===== src/rtl/tpu_pkg.sv =====
// Shared types and constants for the TPU datapath.
// Used by the systolic-array input feeder.
package tpu_pkg;

  localparam int DATA_W = 16;
  localparam int COL_W  = 16;

  typedef enum logic [1:0] {
    LOAD,
    READY,
    STREAM,
    DRAIN
  } feeder_state_t;

endpackage


===== src/rtl/sys_feeder_buf.sv =====
// Batch storage for the feeder.
// Register file: synchronous write, combinational read.
module sys_feeder_buf #(
  parameter int WIDTH = 32,
  parameter int DEPTH = 16,
  parameter int AW    = $clog2(DEPTH)
) (
  input  logic             clk,
  input  logic             i_wr_en,
  input  logic [AW-1:0]    i_wr_addr,
  input  logic [WIDTH-1:0] i_wr_data,
  input  logic [AW-1:0]    i_rd_addr,
  output logic [WIDTH-1:0] o_rd_data
);

  logic [WIDTH-1:0] r_mem [DEPTH];

  // Store one accepted vector per cycle
  always_ff @(posedge clk) begin
    if (i_wr_en) begin
      r_mem[i_wr_addr] <= i_wr_data;
    end
  end

  assign o_rd_data = r_mem[i_rd_addr];

endmodule


===== src/rtl/sys_input_feeder.sv =====
// Buffers a batch of 2-lane vectors and streams it
// into the 2x2 systolic array with a one-cycle lane skew.
module sys_input_feeder #(
  parameter int DATA_W = tpu_pkg::DATA_W,
  parameter int DEPTH  = 16
) (
  input  logic                      clk,
  input  logic                      rst,
  input  logic                      in_valid,
  output logic                      in_ready,
  input  logic [DATA_W-1:0]         in_data_1,
  input  logic [DATA_W-1:0]         in_data_2,
  input  logic                      in_last,
  input  logic                      go,
  input  logic [tpu_pkg::COL_W-1:0] col_size_in,
  output logic                      busy,
  output logic                      done,
  output logic [DATA_W-1:0]         sys_data_in_1x,
  output logic [DATA_W-1:0]         sys_data_in_2x,
  output logic                      sys_start,
  output logic [tpu_pkg::COL_W-1:0] ub_rd_col_size_out,
  output logic                      ub_rd_col_size_valid_out
);

  import tpu_pkg::*;

  localparam int AW = $clog2(DEPTH);
  localparam int CW = AW + 1;
  localparam logic [CW-1:0] FULL = CW'(DEPTH);
  localparam logic [CW-1:0] ONE  = CW'(1);

  feeder_state_t r_state;

  logic [AW-1:0]     r_wr_ptr;
  logic [AW-1:0]     r_rd_ptr;
  logic [CW-1:0]     r_count;
  logic              r_last;
  logic [DATA_W-1:0] r_skew;
  logic              r_in_ready;
  logic              r_busy;
  logic              r_done;
  logic              r_start;
  logic              r_col_v;
  logic [DATA_W-1:0] r_d1;
  logic [DATA_W-1:0] r_d2;
  logic [COL_W-1:0]  r_col;

  logic                wr_en_unused;
  logic                w_wr_en;
  logic [2*DATA_W-1:0] w_rd_data;
  logic [CW-1:0]       w_count_inc;
  logic                w_rd_last;

  assign wr_en_unused = 1'b0;
  assign w_wr_en      = (r_state == LOAD) & in_valid & r_in_ready;
  assign w_count_inc  = r_count + ONE;
  assign w_rd_last    = (({1'b0, r_rd_ptr} + ONE) == r_count);

  sys_feeder_buf #(
    .WIDTH (2*DATA_W),
    .DEPTH (DEPTH),
    .AW    (AW)
  ) u_buf (
    .clk       (clk),
    .i_wr_en   (w_wr_en),
    .i_wr_addr (r_wr_ptr),
    .i_wr_data ({in_data_2, in_data_1}),
    .i_rd_addr (r_rd_ptr),
    .o_rd_data (w_rd_data)
  );

  // Load / stream sequencing; lane 1 and lane-2 staging
  always_ff @(posedge clk or posedge rst) begin
    if (rst) begin
      r_state    <= LOAD;
      r_wr_ptr   <= '0;
      r_rd_ptr   <= '0;
      r_count    <= '0;
      r_last     <= 1'b0;
      r_skew     <= '0;
      r_in_ready <= 1'b1;
      r_busy     <= 1'b0;
      r_done     <= 1'b0;
      r_start    <= 1'b0;
      r_col_v    <= 1'b0;
      r_d1       <= '0;
      r_col      <= '0;
    end else begin
      r_done  <= 1'b0;
      r_col_v <= 1'b0;
      unique case (r_state)
        LOAD: begin
          if (w_wr_en) begin
            r_wr_ptr <= r_wr_ptr + 1'b1;
            r_count  <= w_count_inc;
            if (in_last || (w_count_inc == FULL)) begin
              r_state    <= READY;
              r_in_ready <= 1'b0;
              r_busy     <= 1'b1;
            end
          end
        end
        READY: begin
          if (go) begin
            r_col    <= col_size_in;
            r_col_v  <= 1'b1;
            r_start  <= 1'b1;
            r_d1     <= w_rd_data[DATA_W-1:0];
            r_skew   <= w_rd_data[2*DATA_W-1:DATA_W];
            r_last   <= w_rd_last;
            r_rd_ptr <= r_rd_ptr + 1'b1;
            r_state  <= STREAM;
          end
        end
        STREAM: begin
          if (r_last) begin
            r_start <= 1'b0;
            r_d1    <= '0;
            r_skew  <= '0;
            r_last  <= 1'b0;
            r_state <= DRAIN;
          end else begin
            r_d1     <= w_rd_data[DATA_W-1:0];
            r_skew   <= w_rd_data[2*DATA_W-1:DATA_W];
            r_last   <= w_rd_last;
            r_rd_ptr <= r_rd_ptr + 1'b1;
          end
        end
        DRAIN: begin
          r_state    <= LOAD;
          r_done     <= 1'b1;
          r_busy     <= 1'b0;
          r_in_ready <= 1'b1;
          r_wr_ptr   <= '0;
          r_rd_ptr   <= '0;
          r_count    <= '0;
        end
        default: begin
          r_state <= LOAD;
        end
      endcase
    end
  end

  // Lane 2 trails lane 1 by one cycle
  always_ff @(posedge clk or posedge rst) begin
    if (rst) begin
      r_d2 <= '0;
    end else begin
      r_d2 <= r_skew;
    end
  end

  assign in_ready                 = r_in_ready;
  assign busy                     = r_busy;
  assign done                     = r_done;
  assign sys_start                = r_start;
  assign sys_data_in_1x           = r_d1;
  assign sys_data_in_2x           = r_d2;
  assign ub_rd_col_size_out       = r_col;
  assign ub_rd_col_size_valid_out = r_col_v;

endmodule


===== config.mk =====
export PLATFORM = sky130hd
export DESIGN_NAME = sys_input_feeder
export DESIGN_NICKNAME = d
export VERILOG_FILES = /design/src/rtl/tpu_pkg.sv /design/src/rtl/sys_feeder_buf.sv /design/src/rtl/sys_input_feeder.sv
export SDC_FILE = /design/constraint.sdc
export NUM_CORES = 1
export LEC_CHECK = 0
export CAP_MARGIN = 20
export CORE_MARGIN = 4
export CORE_UTILIZATION = 44
export DETAILED_ROUTE_END_ITERATION = 16
export HOLD_SLACK_MARGIN = 0.12
export PLACE_DENSITY = 0.57
export SLEW_MARGIN = 20
export SYNTH_ARGS = -nofsm -noshare
export SYNTH_HDL_FRONTEND = slang
export SYNTH_HIERARCHICAL = 1
export SYNTH_SLANG_ARGS = --single-unit

===== constraint.sdc =====
create_clock -name clk -period 10.95 [get_ports clk]
set_clock_uncertainty 0.1 [all_clocks]
set_input_delay 2.19 -clock clk [delete_from_list [all_inputs] [get_ports clk]]
set_output_delay 2.19 -clock clk [all_outputs]
set_load 0.02 [all_outputs]

==> impl_metrics.yaml, run 1 <==
clock_tree:
  clockBufferDepth: 3
  clk_pin_slew_ns: 0.06
  clk-insertion-delay-late_ns: 0.61
  cts_hold_buf: 0
  ctsResizeCount: 0
  cts_num_sinks: 597
  cts_buffers: 61
  cts_tree: "built"
  root_buffer: "clkbuf_16"
  htree_levels: 2
  post_cts_buffers: 0
synth:
  synth_area_leader_cell: "edfxtp_1"
  synth_seq_cells: 597
  synth_seq_area_share_pct: 77.1
  synth_ff_type: "edfxtp_1"
  syn_avg_cell_area_sq_um: 20.2
  synth.distinct_cells: 53
  synth_edf_count: 512
  yosys-top-cells-area: "edfxtp_1, mux4_2, dfrtp_1"
  syn_inst: 1126
  synth_top_area_share_pct: 67.7
  yosysWarnings: 6
  ys_async_sr_fraction_pct: 14.2
  synth_area_sq_um: 22700
  synthesis.nets: 1187
power_and_ir_drop:
  p_per_area_nw_per_um2: 248
  p_total_mw: 6.64
  ir_drop_mv: 0.211
  p_leak_nw: 8.85
critical_path:
  path_max_fanout: 17
  slowest_stage: "nor2_4"
  path_depth: 5
  critical-path-top-delay-family: "simple AND/OR/NAND/NOR gates"
  crit_buf_inv: 2
  end_kind: "flop"
  cp_cell_sequence: "clkdlybuf4s50_1 > and3_1 > nand3b_1 > nor2_4 > buf_4"
  cp.required_ns: 11.12
  cp-endpoint: "u_buf/r_mem[9][31]"
  r2r_end: "r_skew[13]"
  r2r_start: "r_rd_ptr[1]"
  r2r_setup_slack_ns: 7.40
  worstPathArrival_ns: 4.85
  cpPeakStageDelay_ns: 0.70
  start_kind: "input pin"
  r2r_cells: 7
  crit_start: "in_valid"
  critPathKind: "input pin to flop"
grt:
  antenna_found_initial: 1
  grt_first_pass_wirelength_mm: 74.4
  grt_pass1_vias: 11700
  track_usage_pct: 17.5
  grt_max_degree: 66
  overflow: 0
final_layout:
  multi_input_area_sq_um: 5040
  ff_latch_area_sq_um: 17500
  drive_gt1_share_pct: 22.6
  syn_to_final_growth_pct: 17.9
  final_nets: 1326
  final_area_sq_um: 26800
  diodes: 0
  post-route-util_pct: 52.9
  fillers: 3949
floorplanning:
  rows: 82
  die_y_um: 235
  io_pins: 106
  initial_core_util_pct: 44.9
  fp.dieArea_sq_um: 55300
  core-area_sq_um: 50600
  die_w_um: 235
placement:
  hpwlAfterDp_mm: 27.4
  routabilityCongestion: 0.708
  io_buffers: 105
  placed_area_sq_um: 24700
outcome:
  status: "completed"
worst_hold_path:
  hold_class: "flop to flop"
drt:
  drtIter0Drc: 815
  num_vias: 11100
  drt_pre_antenna_iters: 5
  drc: 0
  routed_wl_mm: 48.5
  wl_per_cell_um: 24.4
  viasPerCell: 5.57
  ant_nets: 0
sta:
  finalHoldViolCount: 0
  period_share_pct: 42.7
  setup_viol_count_final: 0
  fmax_mhz: 214
  fin_crit_ns: 4.68
  finalSetupTns_ns: 0
  maxSlewHeadroom_pct: 24.9
  rsz0062_at_grt: "no"
  slew_viol_final: 0
  whs_ns: 0.274
  worst_slew_pin_slew_ns: 1.12
job:
  maxCapViolCount: 0
-- power breakdown --
part / switching, mW / internal [mW] / leakage, nW / total [mW]
Clock: 0.837 / 1.24 / 1.00 / 2.08
Sequential: 0.156 / 2.66 / 5.66 / 2.81
Combinational: 0.924 / 0.823 / 2.19 / 1.75
Total: 1.92 / 4.72 / 8.85 / 6.64
-- area by class of cell --
cell class / count / share of cell area [%]
flip-flops and latches: 597 / 65.4
clock inverters: 29 / 1.12
well taps: 672 / 3.14
repair buffers: 133 / 4.85
clock buffers: 86 / 6.51
inverters: 8 / 0.122
multi-input cells: 464 / 18.8
-- worst min path at each step --
stage | start | to | slack, ns | cells after the start
2_1_floorplan | r_skew[0] | sys_data_in_2x[0] | 0.25 | 0
3_3_place_gp | r_skew[10] | sys_data_in_2x[10] | 0.26 | 0
3_5_place_dp | r_skew[10] | sys_data_in_2x[10] | 0.26 | 0
4_1_cts | r_skew[7] | sys_data_in_2x[7] | 0.28 | 0
5_1_grt | r_skew[14] | sys_data_in_2x[14] | 0.28 | 0
6_report | r_skew[11] | sys_data_in_2x[11] | 0.27 | 0
-- metal layers --
metal	part of all wire (%)	track usage (%)	up-vias
li1	-	-	4855
met1	45	25.2	5905
met2	49	28.4	254
met3	4.5	2.94	65
met4	1.9	4.44	0
met5	0	0	-
-- state kept, by name, summed over array words and instances (netlist names), 2 cells and up --
name / flops
sys_data_in_1x: 16
r_count: 5
r_rd_ptr: 4
r_state: 2
r_wr_ptr: 4
u_buf/r_mem: 512
r_skew: 16
sys_data_in_2x: 16
ub_rd_col_size_out: 16
-- placed cells by master, fill, tap and decap left out, drive strengths merged, types with 2 or more instances in the layout --
cell	instances
nand3b	2
bufinv	6
ha	8
edfxtp	512
nor4	2
xnor2	3
mux2	17
nor2b	6
nor3	7
clkinv	21
dfrtp	84
mux2i	3
a311oi	2
nand2b	5
and2	3
a22oi	64
clkbuf	86
a22o	2
o21ai	48
nor2	19
nand2	110
buf	28
o31ai	4
a21oi	5
a31oi	4
nand3	6
inv	9
mux4	128
clkdlybuf4s50	105
-- synth_stat cells, drive strengths merged (2+ instances only) --
cell / number
edfxtp: 512
mux4: 128
nand2: 110
dfrtp: 84
a22oi: 64
o21ai: 48
buf: 34
clkbuf: 23
nor2: 19
mux2: 17
ha: 8
inv: 8
nor3: 7
nand3: 6
nor2b: 6
a21oi: 5
nand2b: 5
a31oi: 4
o31ai: 4
and2: 3
mux2i: 3
xnor2: 3
a22o: 2
a311oi: 2
nand3b: 2
nor4: 2
-- through the flow --
step	setup slack, ns	std cells
floorplan	5.14	1126
global placement	5.59	1871
detailed placement	5.59	1873
CTS	6.23	1988
global route	6.10	1989
finish	6.27	1989
-- logic make-up after synthesis --
logic type | count (synthesis) | share of synthesized area [%]
fa+ha+maj | 8 | 0.441
flops | 597 | 77.1
buf+inv | 65 | 1.33
compound gates | 138 | 4.03
xor+xnor | 4 | 0.154
simple gates | 166 | 3.26
mux | 148 | 13.7
Note: power is estimated with default switching activity, not from simulation.
==> run 2, diff against run 1 <==
Clock period 10.95 ns to 4.64 ns, I/O delays scaled along.
==> impl_metrics.yaml, run 2 (same netlist as run 1, synthesis figures left out) <==
sta:
  period_share_pct: 64.3
  finalHoldViolCount: 0
  setup_viol_count_final: 0
  maxSlewHeadroom_pct: 32.5
  finalSetupTns_ns: 0
  slew_viol_final: 0
  fin_crit_ns: 2.98
  worst_slew_pin_slew_ns: 1.01
  whs_ns: 0.272
  fmax_mhz: 335
  rsz0062_at_grt: "no"
final_layout:
  final_nets: 1331
  fillers: 3977
  syn_to_final_growth_pct: 17.7
  layout_common_cells: "edfxtp_1, mux4_2, nand2_1"
  final_common_cell: "edfxtp_1"
  largest_reg_flops: 512
  diodes: 0
  drive_gt1_share_pct: 22.4
  final_area_sq_um: 26700
  regMostFlops: "u_buf/r_mem"
power_and_ir_drop:
  p_leak_nw: 8.82
  ir_drop_mv: 0.523
  p_per_area_nw_per_um2: 578
clock_tree:
  clk_pin_slew_ns: 0.06
  cts_hold_buf: 0
  root_buffer: "clkbuf_16"
  clockBufferDepth: 3
  post_cts_buffers: 0
  cts_num_sinks: 597
  clk-insertion-delay-late_ns: 0.60
  ctsResizeCount: 0
  htree_levels: 2
  cts_buffers: 59
  cts_tree: "built"
drt:
  num_vias: 10900
  drc: 0
  drtIter0Drc: 670
  wl_per_cell_um: 23.8
  routed_wl_mm: 47.2
  ant_nets: 0
  viasPerCell: 5.50
  drt_pre_antenna_iters: 5
critical_path:
  path_max_fanout: 21
  cp.required_ns: 4.84
  r2r_setup_slack_ns: 1.72
  worstPathArrival_ns: 3.18
  end_kind: "flop"
  start_kind: "input pin"
  critPathKind: "input pin to flop"
grt:
  grt_pass1_vias: 11500
  overflow: 0
  track_usage_pct: 17.1
  grt_first_pass_wirelength_mm: 72.9
  grt_max_degree: 61
  antenna_found_initial: 0
job:
  maxCapViolCount: 0
worst_hold_path:
  hold_class: "flop to flop"
floorplanning:
  rows: 82
  initial_core_util_pct: 44.9
  die_w_um: 235
  core-area_sq_um: 50600
  fp.dieArea_sq_um: 55300
  io_pins: 106
  die_y_um: 235
outcome:
  status: "completed"
placement:
  routabilityCongestion: 0.744
  placed_area_sq_um: 24900
  io_buffers: 105
  hpwlAfterDp_mm: 28.3
run 2: cell types whose count changed in the layout (fill, tap and decap cells not counted), sizes merged:
cell	before	now
clkinvlp	1	3
clkinv	21	22
buf	28	35
clkbuf	86	77
bufinv	6	4
run 2: critical path, stage by stage:
cell and delay (ns):
clkdlybuf4s50_1 0.53, and3_1 0.31, buf_4 0.25, nand3b_1 0.32, nor2_4 0.55, buf_12 0.27
run 2: through the flow:
step,utilization (%),total power [mW],std cells,setup WS (ns)
after floorplan,-,9.53,1126,0.0929
after global placement,49.1,11.0,1881,1.09
after detailed placement,49.1,11.1,1881,1.08
after CTS,52.8,15.7,1988,1.72
after global routing,52.8,16.3,1988,1.58
final,52.8,15.5,1988,1.66
run 2: layout make-up:
class	count	area (sq um)	area share (%)
flip-flops and latches	597	17500	65.5
repair buffers	140	1430	5.34
well taps	672	841	3.15
clock buffers	77	1620	6.04
clock inverters	30	260	0.974
multi-input cells	464	5040	18.9
inverters	8	32.5	0.122
run 2: metal layers:
layer  vias to the layer above  track usage (%)  routed length (um)
li1                       4864                -                   -
met1                      5723             24.8               21500
met2                       273             27.6               22700
met3                        65             2.80                2110
met4                         0             4.39                 899
met5                         -                0                   0
run 2: power by group:
group	switching (mW)	total, mW	internal, mW
sequential	0.342	6.61	6.27
clock	1.93	4.59	2.66
combinational	2.26	4.26	2.00
total	4.53	15.5	10.9
run 2: path summary, 6_finish.rpt:
check	from	to	cells past startpoint
setup / recovery	in_valid	u_buf/r_mem[7][18]	6
hold / removal	r_skew[9]	sys_data_in_2x[9]	0
setup reg to reg	r_state[0]	u_buf/r_mem[7][18]	7
hold reg to reg	r_skew[9]	sys_data_in_2x[9]	0
max in group asynchronous	rst	sys_data_in_2x[14]	3
min in group asynchronous	rst	ub_rd_col_size_out[11]	2
==> run 3, diff against run 2 <==
Settings changed: PLACE_DENSITY 0.57 to 0.6.
Clock period 4.64 ns to 2.5 ns, I/O delays scaled along.
==> impl_metrics.yaml, run 3 (same netlist as run 1, synthesis figures left out) <==
sta:
  period_share_pct: 97.7
  rsz0062_at_grt: "no"
  fmax_mhz: 410
  setup_viol_count_final: 0
  fin_crit_ns: 2.44
  fin_ws_ns: 0.0584
  maxSlewHeadroom_pct: 51.6
  slew_viol_final: 0
  finalHoldViolCount: 0
  worst_slew_pin_slew_ns: 0.723
drt:
  drtIter0Drc: 996
  drt_pre_antenna_iters: 5
  viasPerCell: 5.66
  ant_nets: 0
  wl_per_cell_um: 25.3
  routed_wl_mm: 51.7
  num_vias: 11600
  drc: 0
worst_hold_path:
  hold_class: "input pin to async pin"
floorplanning:
  io_pins: 106
  die_w_um: 235
  die_y_um: 235
  rows: 82
  core-area_sq_um: 50600
  initial_core_util_pct: 44.9
  fp.dieArea_sq_um: 55300
clock_tree:
  cts_num_sinks: 597
  ctsResizeCount: 0
  cts_tree: "built"
  clockBufferDepth: 3
  clk-insertion-delay-late_ns: 0.63
  cts_hold_buf: 0
  htree_levels: 2
  post_cts_buffers: 0
  root_buffer: "clkbuf_16"
  cts_buffers: 61
  clk_pin_slew_ns: 0.06
grt:
  track_usage_pct: 18.7
  grt_first_pass_wirelength_mm: 78.2
  grt_pass1_vias: 11700
  overflow: 0
  antenna_found_initial: 2
  grt_max_degree: 66
critical_path:
  slowest_stage: "clkdlybuf4s50_1"
  crit_start: "in_ready"
  worstPathArrival_ns: 1.84
  critical-path-top-delay-family: "buffers and inverters"
  cp.required_ns: 1.90
  end_kind: "output port"
  critPathKind: "flop to output port"
  cpPeakStageDelay_ns: 0.62
  start_kind: "flop"
  crit_buf_inv: 1
  cp_cell_sequence: "clkdlybuf4s50_1"
  r2r_start: "r_rd_ptr[0]"
  path_max_fanout: 7
final_layout:
  regMostFlops: "u_buf/r_mem"
  largest_reg_flops: 512
  layout_common_cells: "edfxtp_1, mux4_2, nand2_1"
  syn_to_final_growth_pct: 21.4
  final_common_cell: "edfxtp_1"
  post-route-util_pct: 54.5
  final_area_sq_um: 27600
  final_nets: 1379
  drive_gt1_share_pct: 25.5
power_and_ir_drop:
  p_per_area_nw_per_um2: 1100
  intPower_mw: 21.2
  switching_share_pct: 29.8
  clock_power_share_pct: 30.1
  p_comb_share_pct: 29.6
  p_leak_nw: 9.18
  ir_drop_mv: 0.567
  seqPwrFrac_pct: 40.3
  power.switching_mw: 9.01
placement:
  placed_area_sq_um: 25500
  post-place-ws_ns: -0.0667
  hpwlAfterDp_mm: 32.3
  io_buffers: 105
  routabilityCongestion: 0.782
job:
  maxCapViolCount: 0
outcome:
  status: "completed"
==> run 3: cell types whose count changed in the layout (fill, tap and decap cells not counted), sizes merged <==
cell      previous run  this run
bufinv               4         8
clkinvlp             3         2
inv                  9         8
diode                0         2
clkinv              22        28
buf                 35        81
==> run 3: through the flow <==
stage	hold WS, ns	total power, mW	TNS [ns]	instances
floorplan	0.254	17.8	-29.59	1126
global placement	0.260	21.3	-4.83	1927
detailed placement	0.264	21.3	-5.56	1927
CTS	0.204	30.5	0	2042
global route	0.253	31.6	0	2044
finish	0.220	30.2	0	2044
==> run 3: area by class of cell <==
class	instances	area [sq um]
Antenna cell	2	5.00
Clock inverter	38	399
Clock buffer	77	1620
Sequential cell	597	17500
Tap cell	672	841
Fill cell	3834	23000
Inverter	8	33.8
Multi-Input combinational cell	464	5090
Timing Repair Buffer	186	2060
==> run 3: routing by layer <==
layer	track usage (%)	wire length, um	vias up
li1	-	-	4975
met1	29.0	23600	6109
met2	26.8	22900	418
met3	4.52	4180	68
met4	5.17	1020	0
met5	0	0	-
==> run 3: final timing paths <==
check	depth (start not counted)	endpoint	slack (ns)
hold / removal	3	r_state[1]	0.22
hold reg to reg	0	sys_data_in_2x[10]	0.26
setup reg to reg	7	sys_data_in_1x[15]	0.16
setup / recovery	1	in_ready	0.06
min in group clk	0	sys_data_in_2x[10]	0.26
max in group asynchronous	3	r_skew[2]	1.64
==> run 3: power by group through the flow <==
stage	Clock, mW	Sequential, mW	Combinational (mW)
floorplan	0	12.7	5.07
global placement	0	12.3	8.92
CTS	9.32	12.2	9.02
finish	9.10	12.2	8.93
detailed placement	0	12.4	8.98
global route	9.75	12.2	9.61
